===== config.mk =====
export PLATFORM = sky130hd
export DESIGN_NAME = seq_arith_unit
export DESIGN_NICKNAME = d
export VERILOG_FILES = /design/src/rtl/seq_arith_unit.sv
export SDC_FILE = /design/constraint.sdc
export NUM_CORES = 1
export LEC_CHECK = 0
export CELL_PAD_IN_SITES_DETAIL_PLACEMENT = 2
export CELL_PAD_IN_SITES_GLOBAL_PLACEMENT = 2
export CORE_ASPECT_RATIO = 1.75
export CORE_MARGIN = 1
export CORE_UTILIZATION = 39
export CTS_CLUSTER_DIAMETER = 50
export DETAILED_ROUTE_END_ITERATION = 10
export GPL_TIMING_DRIVEN = 0
export PLACE_DENSITY_LB_ADDON = 0.1
export SLEW_MARGIN = 20
export SYNTH_ARGS = -nofsm -noshare
export SYNTH_HDL_FRONTEND = slang
export SYNTH_SLANG_ARGS = --single-unit

===== constraint.sdc =====
create_clock -name clk -period 4.3 [get_ports clk]
set_clock_uncertainty 0.2 [all_clocks]
set_input_delay 0.43 -clock clk [delete_from_list [all_inputs] [get_ports clk]]
set_output_delay 0.43 -clock clk [all_outputs]
set_load 0.02 [all_outputs]

===== src/rtl/seq_arith_unit.sv =====
// Sequential unsigned arithmetic unit: single-cycle add/sub/mul and a restoring
// divider that retires one quotient bit per clock, with a valid/ready result handshake.
module seq_arith_unit #(
    parameter int WIDTH = 8
) (
    input  logic                 clk,
    input  logic                 reset_n,
    input  logic                 i_valid,
    output logic                 o_ready,
    input  logic [1:0]           i_op,
    input  logic [WIDTH-1:0]     i_value_a,
    input  logic [WIDTH-1:0]     i_value_b,
    output logic                 o_valid,
    input  logic                 i_ready,
    output logic [2*WIDTH-1:0]   o_result,
    output logic [WIDTH-1:0]     o_remainder,
    output logic                 o_div_by_zero
);

    localparam int CW = (WIDTH > 2) ? $clog2(WIDTH) : 1;
    localparam logic [CW-1:0] LAST_STEP = CW'(WIDTH - 1);

    typedef enum logic [1:0] {
        IDLE = 2'd0,
        CALC = 2'd1,
        DONE = 2'd2
    } state_t;

    state_t               state_reg, state_next;
    logic                 ready_reg, ready_next;
    logic                 valid_reg, valid_next;
    logic [2*WIDTH-1:0]   result_reg, result_next;
    logic [WIDTH-1:0]     remainder_reg, remainder_next;
    logic                 dbz_reg, dbz_next;
    logic [WIDTH-1:0]     quo_reg, quo_next;
    logic [WIDTH-1:0]     rem_reg, rem_next;
    logic [WIDTH-1:0]     divisor_reg, divisor_next;
    logic [CW-1:0]        count_reg, count_next;

    logic [WIDTH:0]       sum_w, diff_w, shifted_w, trial_w;
    logic [2*WIDTH-1:0]   prod_w;
    logic                 step_fit;
    logic [WIDTH-1:0]     step_rem, step_quo;

    assign sum_w  = {1'b0, i_value_a} + {1'b0, i_value_b};
    assign diff_w = {1'b0, i_value_a} - {1'b0, i_value_b};
    assign prod_w = {{WIDTH{1'b0}}, i_value_a} * {{WIDTH{1'b0}}, i_value_b};

    // One restoring step: shift in the next dividend bit, keep the subtraction if it fits.
    assign shifted_w = {rem_reg, quo_reg[WIDTH-1]};
    assign trial_w   = shifted_w - {1'b0, divisor_reg};
    assign step_fit  = ~trial_w[WIDTH];
    assign step_rem  = step_fit ? trial_w[WIDTH-1:0] : shifted_w[WIDTH-1:0];
    assign step_quo  = {quo_reg[WIDTH-2:0], step_fit};

    always_ff @(posedge clk or negedge reset_n) begin
        if (!reset_n) begin
            state_reg     <= IDLE;
            ready_reg     <= 1'b1;
            valid_reg     <= 1'b0;
            result_reg    <= '0;
            remainder_reg <= '0;
            dbz_reg       <= 1'b0;
            quo_reg       <= '0;
            rem_reg       <= '0;
            divisor_reg   <= '0;
            count_reg     <= '0;
        end else begin
            state_reg     <= state_next;
            ready_reg     <= ready_next;
            valid_reg     <= valid_next;
            result_reg    <= result_next;
            remainder_reg <= remainder_next;
            dbz_reg       <= dbz_next;
            quo_reg       <= quo_next;
            rem_reg       <= rem_next;
            divisor_reg   <= divisor_next;
            count_reg     <= count_next;
        end
    end

    always_comb begin
        state_next     = state_reg;
        result_next    = result_reg;
        remainder_next = remainder_reg;
        dbz_next       = dbz_reg;
        quo_next       = quo_reg;
        rem_next       = rem_reg;
        divisor_next   = divisor_reg;
        count_next     = count_reg;

        case (state_reg)
            IDLE: begin
                if (i_valid && ready_reg) begin
                    state_next     = DONE;
                    remainder_next = '0;
                    dbz_next       = 1'b0;
                    case (i_op)
                        2'd0: result_next = {{(WIDTH-1){1'b0}}, sum_w};
                        2'd1: result_next = {{(WIDTH-1){1'b0}}, diff_w};
                        2'd2: result_next = prod_w;
                        default: begin
                            if (i_value_b == '0) begin
                                result_next    = {{WIDTH{1'b0}}, {WIDTH{1'b1}}};
                                remainder_next = i_value_a;
                                dbz_next       = 1'b1;
                            end else begin
                                // Previous result stays on the outputs while dividing.
                                state_next     = CALC;
                                result_next    = result_reg;
                                remainder_next = remainder_reg;
                                dbz_next       = dbz_reg;
                                quo_next       = i_value_a;
                                rem_next       = '0;
                                divisor_next   = i_value_b;
                                count_next     = '0;
                            end
                        end
                    endcase
                end
            end
            CALC: begin
                quo_next   = step_quo;
                rem_next   = step_rem;
                count_next = count_reg + 1'b1;
                if (count_reg == LAST_STEP) begin
                    state_next     = DONE;
                    result_next    = {{WIDTH{1'b0}}, step_quo};
                    remainder_next = step_rem;
                    dbz_next       = 1'b0;
                end
            end
            DONE: begin
                if (i_ready) begin
                    state_next = IDLE;
                end
            end
            default: state_next = IDLE;
        endcase

        ready_next = (state_next == IDLE);
        valid_next = (state_next == DONE);
    end

    assign o_ready       = ready_reg;
    assign o_valid       = valid_reg;
    assign o_result      = result_reg;
    assign o_remainder   = remainder_reg;
    assign o_div_by_zero = dbz_reg;

endmodule

==> out/qor.txt, run 1 <==
register area -> 0.00140 mm^2
ys async rst share -> 1.00
ANT nets after route -> 0
area of the multi-input gates -> 0.00414 mm^2
# setup viols final -> 5
GR Util All Layers -> 0.350
Distinct cells, synth -> 60
routability cong. -> 0.852
Hold Crit Depth -> 3
Final WS setup -> -0.328 ns
Iter 0 DRT Violations -> 222
status -> complete, but fails checks
Post-Syn Area -> 0.00560 mm^2
sw frac -> 0.500
CP Launch Type -> primary input
Psw -> 0.00234 W
worst-path cell chain -> buf_6, buf_4, and2_1, fa_2, fa_1, ha_1, inv_1, fa_1, inv_1, ha_4, a21o_1, a21oi_4, o21ai_4, buf_4, a41oi_2, xor2_2, o21ai_1
Die Width -> 92.6 um
P_int -> 0.00234 W
# DRC -> 0
first-pass GRT wire length -> 38,300 um
RSZ-0062 raised after global routing -> true
WL final -> 26,200 um
clock-pin slew on the worst setup and hold paths -> 0.09 ns
Min-Delay Endpoint -> quo_reg[2]
CP Max Fanout -> 8
Max Slew Vio Count -> 0
Num CTS Buffers -> 5
vias in the first global route -> 6,585
total grt overflow -> 0
synth warn -> 0
final core utilization -> 0.512
Seq pwr share -> 0.197
area grow syn2layout -> 27.6%
Net count, final -> 860
First-pass DRT Iterations -> 4
htree depth -> 2
fmax -> 216 MHz
Worst-Margin Slew -> 1.14 ns
clk buf depth -> 2
Clock Latency Late Sink -> 0.31 ns
peak supply drop -> 0.352 mV
Seq/Total Area, Yosys -> 0.250
Post-synth EDFFs -> 0
io pins -> 49
RR Startpoint -> quo_reg[7]
maxcap violations -> 0
Routed WL per cell -> 28.5 um
Gate Count Post-Synth -> 651
Gate power share -> 0.707
failing checks -> setup timing
layout cells sized above 1 -> 0.199
Port Buffers -> 48
die area -> 0.0149 mm^2
DP Wirelength -> 16,000 um
initial antenna violation count -> 0
Pleak -> 3.34 nW
Root Driver -> clkbuf_16
Initial Util -> 0.401
WP data arrival -> 4.62 ns
WP data required -> 4.29 ns
critical path's slowest cell -> fa_1
clock sink count -> 56
pwr dens -> 654 mW/mm^2
Setup crit end kind -> flip-flop
core area -> 0.0140 mm^2
Synth Flop Type -> dfrtp_1
CTS tree -> yes
largest net degree at the start of global routing -> 53
hold path start -> i_value_a[2]
Die Ht -> 161 um
logic depth of the worst register-to-register path -> 10
Period Utilization, post-route -> 1.08
Slew HR -> 0.231
max reg flops -> 16
worst stage delay on the critical path -> 0.54 ns
setup TNS -> -0.792 ns
kind of critical path -> in2reg
minimum clock period -> 4.63 ns
Mapped Nets -> 772
synthesis-stage register bit count -> 56
R2R Setup Slk -> 0.66 ns
# fillers -> 1,495
clock share of power -> 0.096
diodes inserted -> 0
syn avg cell area -> 8.61 um^2
worst hold path class -> in2reg
DR vias -> 5,473
final hold violations -> 0
Vias/cell -> 5.97
# rows -> 57
RR Endpoint -> o_remainder[3]
## cells in the final DEF, fill, tap and decap left out, types with 10 or more instances in the layout
cell,n
nand2_1,79
inv_1,67
dfrtp_1,55
ha_1,53
buf_4,42
nor2_1,39
and2_1,35
o21ai_0,32
clkdlybuf4s50_1,31
fa_1,30
a21oi_1,22
and2_4,13
nor3_1,13
a31oi_1,13
buf_6,13
xnor2_1,11
clkbuf_1,10
## stage by stage
stage / setup WS [ns] / hold slack (ns) / area, um^2 / cells / total power (W)
detailed placement: -1.51 / 0.0472 / 6420 / 877 / 0.00347
floorplan: -0.182 / -0.0656 / 5690 / 651 / 0.00253
finish: -0.328 / 0.250 / 7150 / 917 / 0.00468
CTS: -0.273 / 0.258 / 7070 / 918 / 0.00425
global route: -0.360 / 0.247 / 7150 / 917 / 0.00491
global placement: -1.35 / 0.263 / 6400 / 876 / 0.00333
## cell families after synthesis
kind of cell               synth area share
AOI/OAI and AO/OA                     0.154
xor gates and xnor gates             0.0344
adders and majority gates             0.272
buffers and inverters                0.0717
DFF                                   0.250
muxes                                0.0134
and+or+nand+nor                       0.204
## synth_stat cells (5+ instances only)
cell type	instances	area share
nor2_1	40	0.027
buf_2	6	0.0054
nor3_1	13	0.012
inv_1	74	0.050
nand2b_1	9	0.010
a21o_1	9	0.012
nand3_1	6	0.0054
fa_1	38	0.14
ha_1	61	0.14
a21oi_1	26	0.023
nand2_1	83	0.056
and2_1	48	0.054
clkbuf_1	22	0.015
o21ai_0	39	0.035
dfrtp_1	55	0.25
xor2_1	11	0.017
nor2b_1	5	0.0056
a31oi_1	14	0.016
a211oi_1	7	0.0094
xnor2_1	11	0.017
## critical path, delay by kind of cell
kind / cells / cell delay [ns]
XOR/XNOR: 1 / 0.44
buffers and inverters: 5 / 0.56
AND/OR/NAND/NOR: 1 / 0.18
adder cells (fa/ha/maj): 5 / 2.05
AO/OA/AOI/OAI: 5 / 0.94
## final cells by class
class	instances	area share
clock inverter	3	0.00315
multi-input combinational	491	0.579
timing repair buffer	92	0.122
inverter	74	0.0388
buffer	19	0.0131
tap	177	0.0310
clock buffer	5	0.0175
sequential	56	0.196
## worst max-delay path by stage
stage / from / end / slack (ns) / cells after the start
finish: i_value_b[3] / o_result[11] / -0.33 / 17
floorplan: i_value_b[2] / o_result[14] / -0.18 / 15
global route: i_value_a[3] / o_result[14] / -0.36 / 15
global placement: i_value_a[0] / o_result[14] / -1.35 / 15
CTS: i_value_b[7] / o_result[14] / -0.27 / 16
detailed placement: i_value_a[0] / o_result[14] / -1.51 / 15
## power groups by stage
stage                     Combinational, W  Sequential (W)  Clock [W]
after floorplan                    0.00150         0.00102          0
after global placement             0.00243        0.000906          0
after detailed placement           0.00255        0.000923          0
after CTS                          0.00288        0.000915   0.000452
after global routing               0.00349        0.000947   0.000468
final                              0.00330        0.000922   0.000450
## routing by layer
metal | vias to the layer above | GRT usage | routed length (um)
met3 | 109 | 0.0450 | 902
li1 | 2358 | - | -
met2 | 201 | 0.651 | 14200
met1 | 2805 | 0.347 | 8900
met5 | - | 0 | 0
met4 | 0 | 0.255 | 2120
## what timing repair did
item | in CTS | in global routing
pin swaps | 30 | 44
hold buffers | 1 | 0
resized for setup | 139 | 47
setup endpoints to repair | 11 | 10
buffers inserted | 33 | 10
hold endpoints to repair | 55 | 0
Power figures use the tool's default switching activity.
==> run 2: changes to the inputs <==
Settings changed: SKIP_CTS_REPAIR_TIMING set to 1.
==> run 2 against run 1 <==
Compared with the run above:
- the flow still finishes with violations (setup timing)
- setup slack worse by 0.079 ns
- combinational power shrank 8.2%
- total power shrank 5.8%
- non-clock buffer count up 11
- register-to-register slack lost 0.05 ns
- critical path depth shrank 1
- sequential share of layout area about the same
==> out/qor.txt, run 2 (synthesis gave the netlist of run 1 again) <==
max reg flops -> 16
most frequent cells in the layout -> nand2_1 (80), inv_1 (70), dfrtp_1 (55)
Root Driver -> clkbuf_16
Die Width -> 92.6 um
max layer used -> met4
pwr dens -> 615 mW/mm^2
CP Max Fanout -> 5
io pins -> 49
placed cell area -> 0.00642 mm^2
DP Wirelength -> 16,000 um
logic depth of the worst register-to-register path -> 10
fmax -> 212 MHz
total grt overflow -> 0
ANT nets after route -> 0
clk buf depth -> 2
DR vias -> 5,415
kind of critical path -> in2reg
CTS tree -> yes
register area -> 0.00140 mm^2
area of the multi-input gates -> 0.00404 mm^2
setup TNS -> -0.869 ns
# rows -> 57
commonest non-fill, non-tap cell in the layout -> nand2_1
RR Startpoint -> quo_reg[7]
met1 WL -> 8830 um
# setup viols final -> 5
Port Buffers -> 48
Final WS setup -> -0.407 ns
peak supply drop -> 0.360 mV
Vias/cell -> 5.84
vias in the first global route -> 5,928
clock sink count -> 56
final hold violations -> 0
R2R Setup Slk -> 0.61 ns
cell area after layout -> 0.00716 mm^2
maxcap violations -> 0
Setup crit end kind -> flip-flop
GR Util All Layers -> 0.282
RR Endpoint -> o_remainder[3]
Num CTS Buffers -> 5
Place WS -> -1.51 ns
minimum clock period -> 4.71 ns
# fillers -> 1,506
Initial Util -> 0.401
total power -> 0.00440 W
metal3 WL -> 646 um
diodes inserted -> 0
initial antenna violation count -> 0
largest net degree at the start of global routing -> 53
First-pass DRT Iterations -> 4
htree depth -> 2
Pleak -> 3.41 nW
CP Launch Type -> primary input
status -> complete, but fails checks
die area -> 0.0149 mm^2
Die Ht -> 161 um
Net count, final -> 871
metal2 WL -> 13,700 um
Iter 0 DRT Violations -> 207
WL final -> 25,200 um
first-pass GRT wire length -> 31,700 um
WP data arrival -> 4.71 ns
clock-pin slew on the worst setup and hold paths -> 0.09 ns
routability cong. -> 0.852
RSZ-0062 raised after global routing -> true
Period Utilization, post-route -> 1.09
Max Slew Vio Count -> 0
# DRC -> 0
Slew HR -> 0.204
core area -> 0.0140 mm^2
Clock Latency Late Sink -> 0.32 ns
Worst-Margin Slew -> 1.19 ns
WP data required -> 4.31 ns
area grow syn2layout -> 27.7%
layout cells sized above 1 -> 0.185
failing checks -> setup timing
worst hold path class -> in2async
Routed WL per cell -> 27.1 um
[run 2: changes by cell type in the layout (fill, tap and decap cells not counted), moves of 3 or more]
cell    previous run  this run
buf_2              6        11
fa_1              30        35
fa_2               8         3
xor2_2             5         1
buf_4             42        39
inv_1             67        70
inv_2              7         4
xor2_1             6         9
[run 2: stage by stage]
step                hold slack (ns)  std cells  utilization
global placement              0.263        876        0.458
CTS                          -0.289        885        0.470
finish                        0.259        928        0.512
detailed placement           0.0472        877        0.459
floorplan                   -0.0656        651            -
global route                  0.271        928        0.512
[run 2: worst max path at each step]
stage                            start           end  slack, ns  depth (start not counted)
after floorplan           i_value_b[2]  o_result[14]      -0.18                         15
after global placement    i_value_a[0]  o_result[14]      -1.35                         15
after detailed placement  i_value_a[0]  o_result[14]      -1.51                         15
after CTS                 i_value_a[0]  o_result[14]      -1.19                         15
after global routing      i_value_a[6]  o_result[14]      -0.50                         16
final                     i_value_b[4]  o_result[14]      -0.41                         16
[run 2: power breakdown]
part / switching (W) / internal [W]
registers: 0.000154 / 0.000768
logic: 0.00181 / 0.00123
clock network: 0.000230 / 0.000220
[run 2: worst max-delay path, cell delays in order]
cell and delay (ns):
buf_2 0.14, buf_6 0.14, and2_4 0.18, fa_1 0.63, fa_1 0.49, fa_1 0.55
inv_1 0.06, fa_1 0.49, inv_2 0.05, ha_4 0.24, a21o_1 0.19, a31o_2 0.22
or3_4 0.36, o21ai_4 0.19, xor2_4 0.11, o41ai_2 0.25
[run 2: layout make-up]
cell class | instances | area share
Buffer | 30 | 0.0315
Clock buffer | 5 | 0.0175
Clock inverter | 3 | 0.00315
Inverter | 74 | 0.0388
Multi-Input combinational cell | 491 | 0.564
Sequential cell | 56 | 0.196
Tap cell | 177 | 0.0309
Timing Repair Buffer | 92 | 0.118
[run 2: layer usage]
| layer | up-vias | global-route usage |
|---|---|---|
| li1 | 2376 | - |
| met1 | 2790 | 0.305 |
| met2 | 155 | 0.536 |
| met3 | 94 | 0.0213 |
| met4 | 0 | 0.140 |
| met5 | - | 0 |
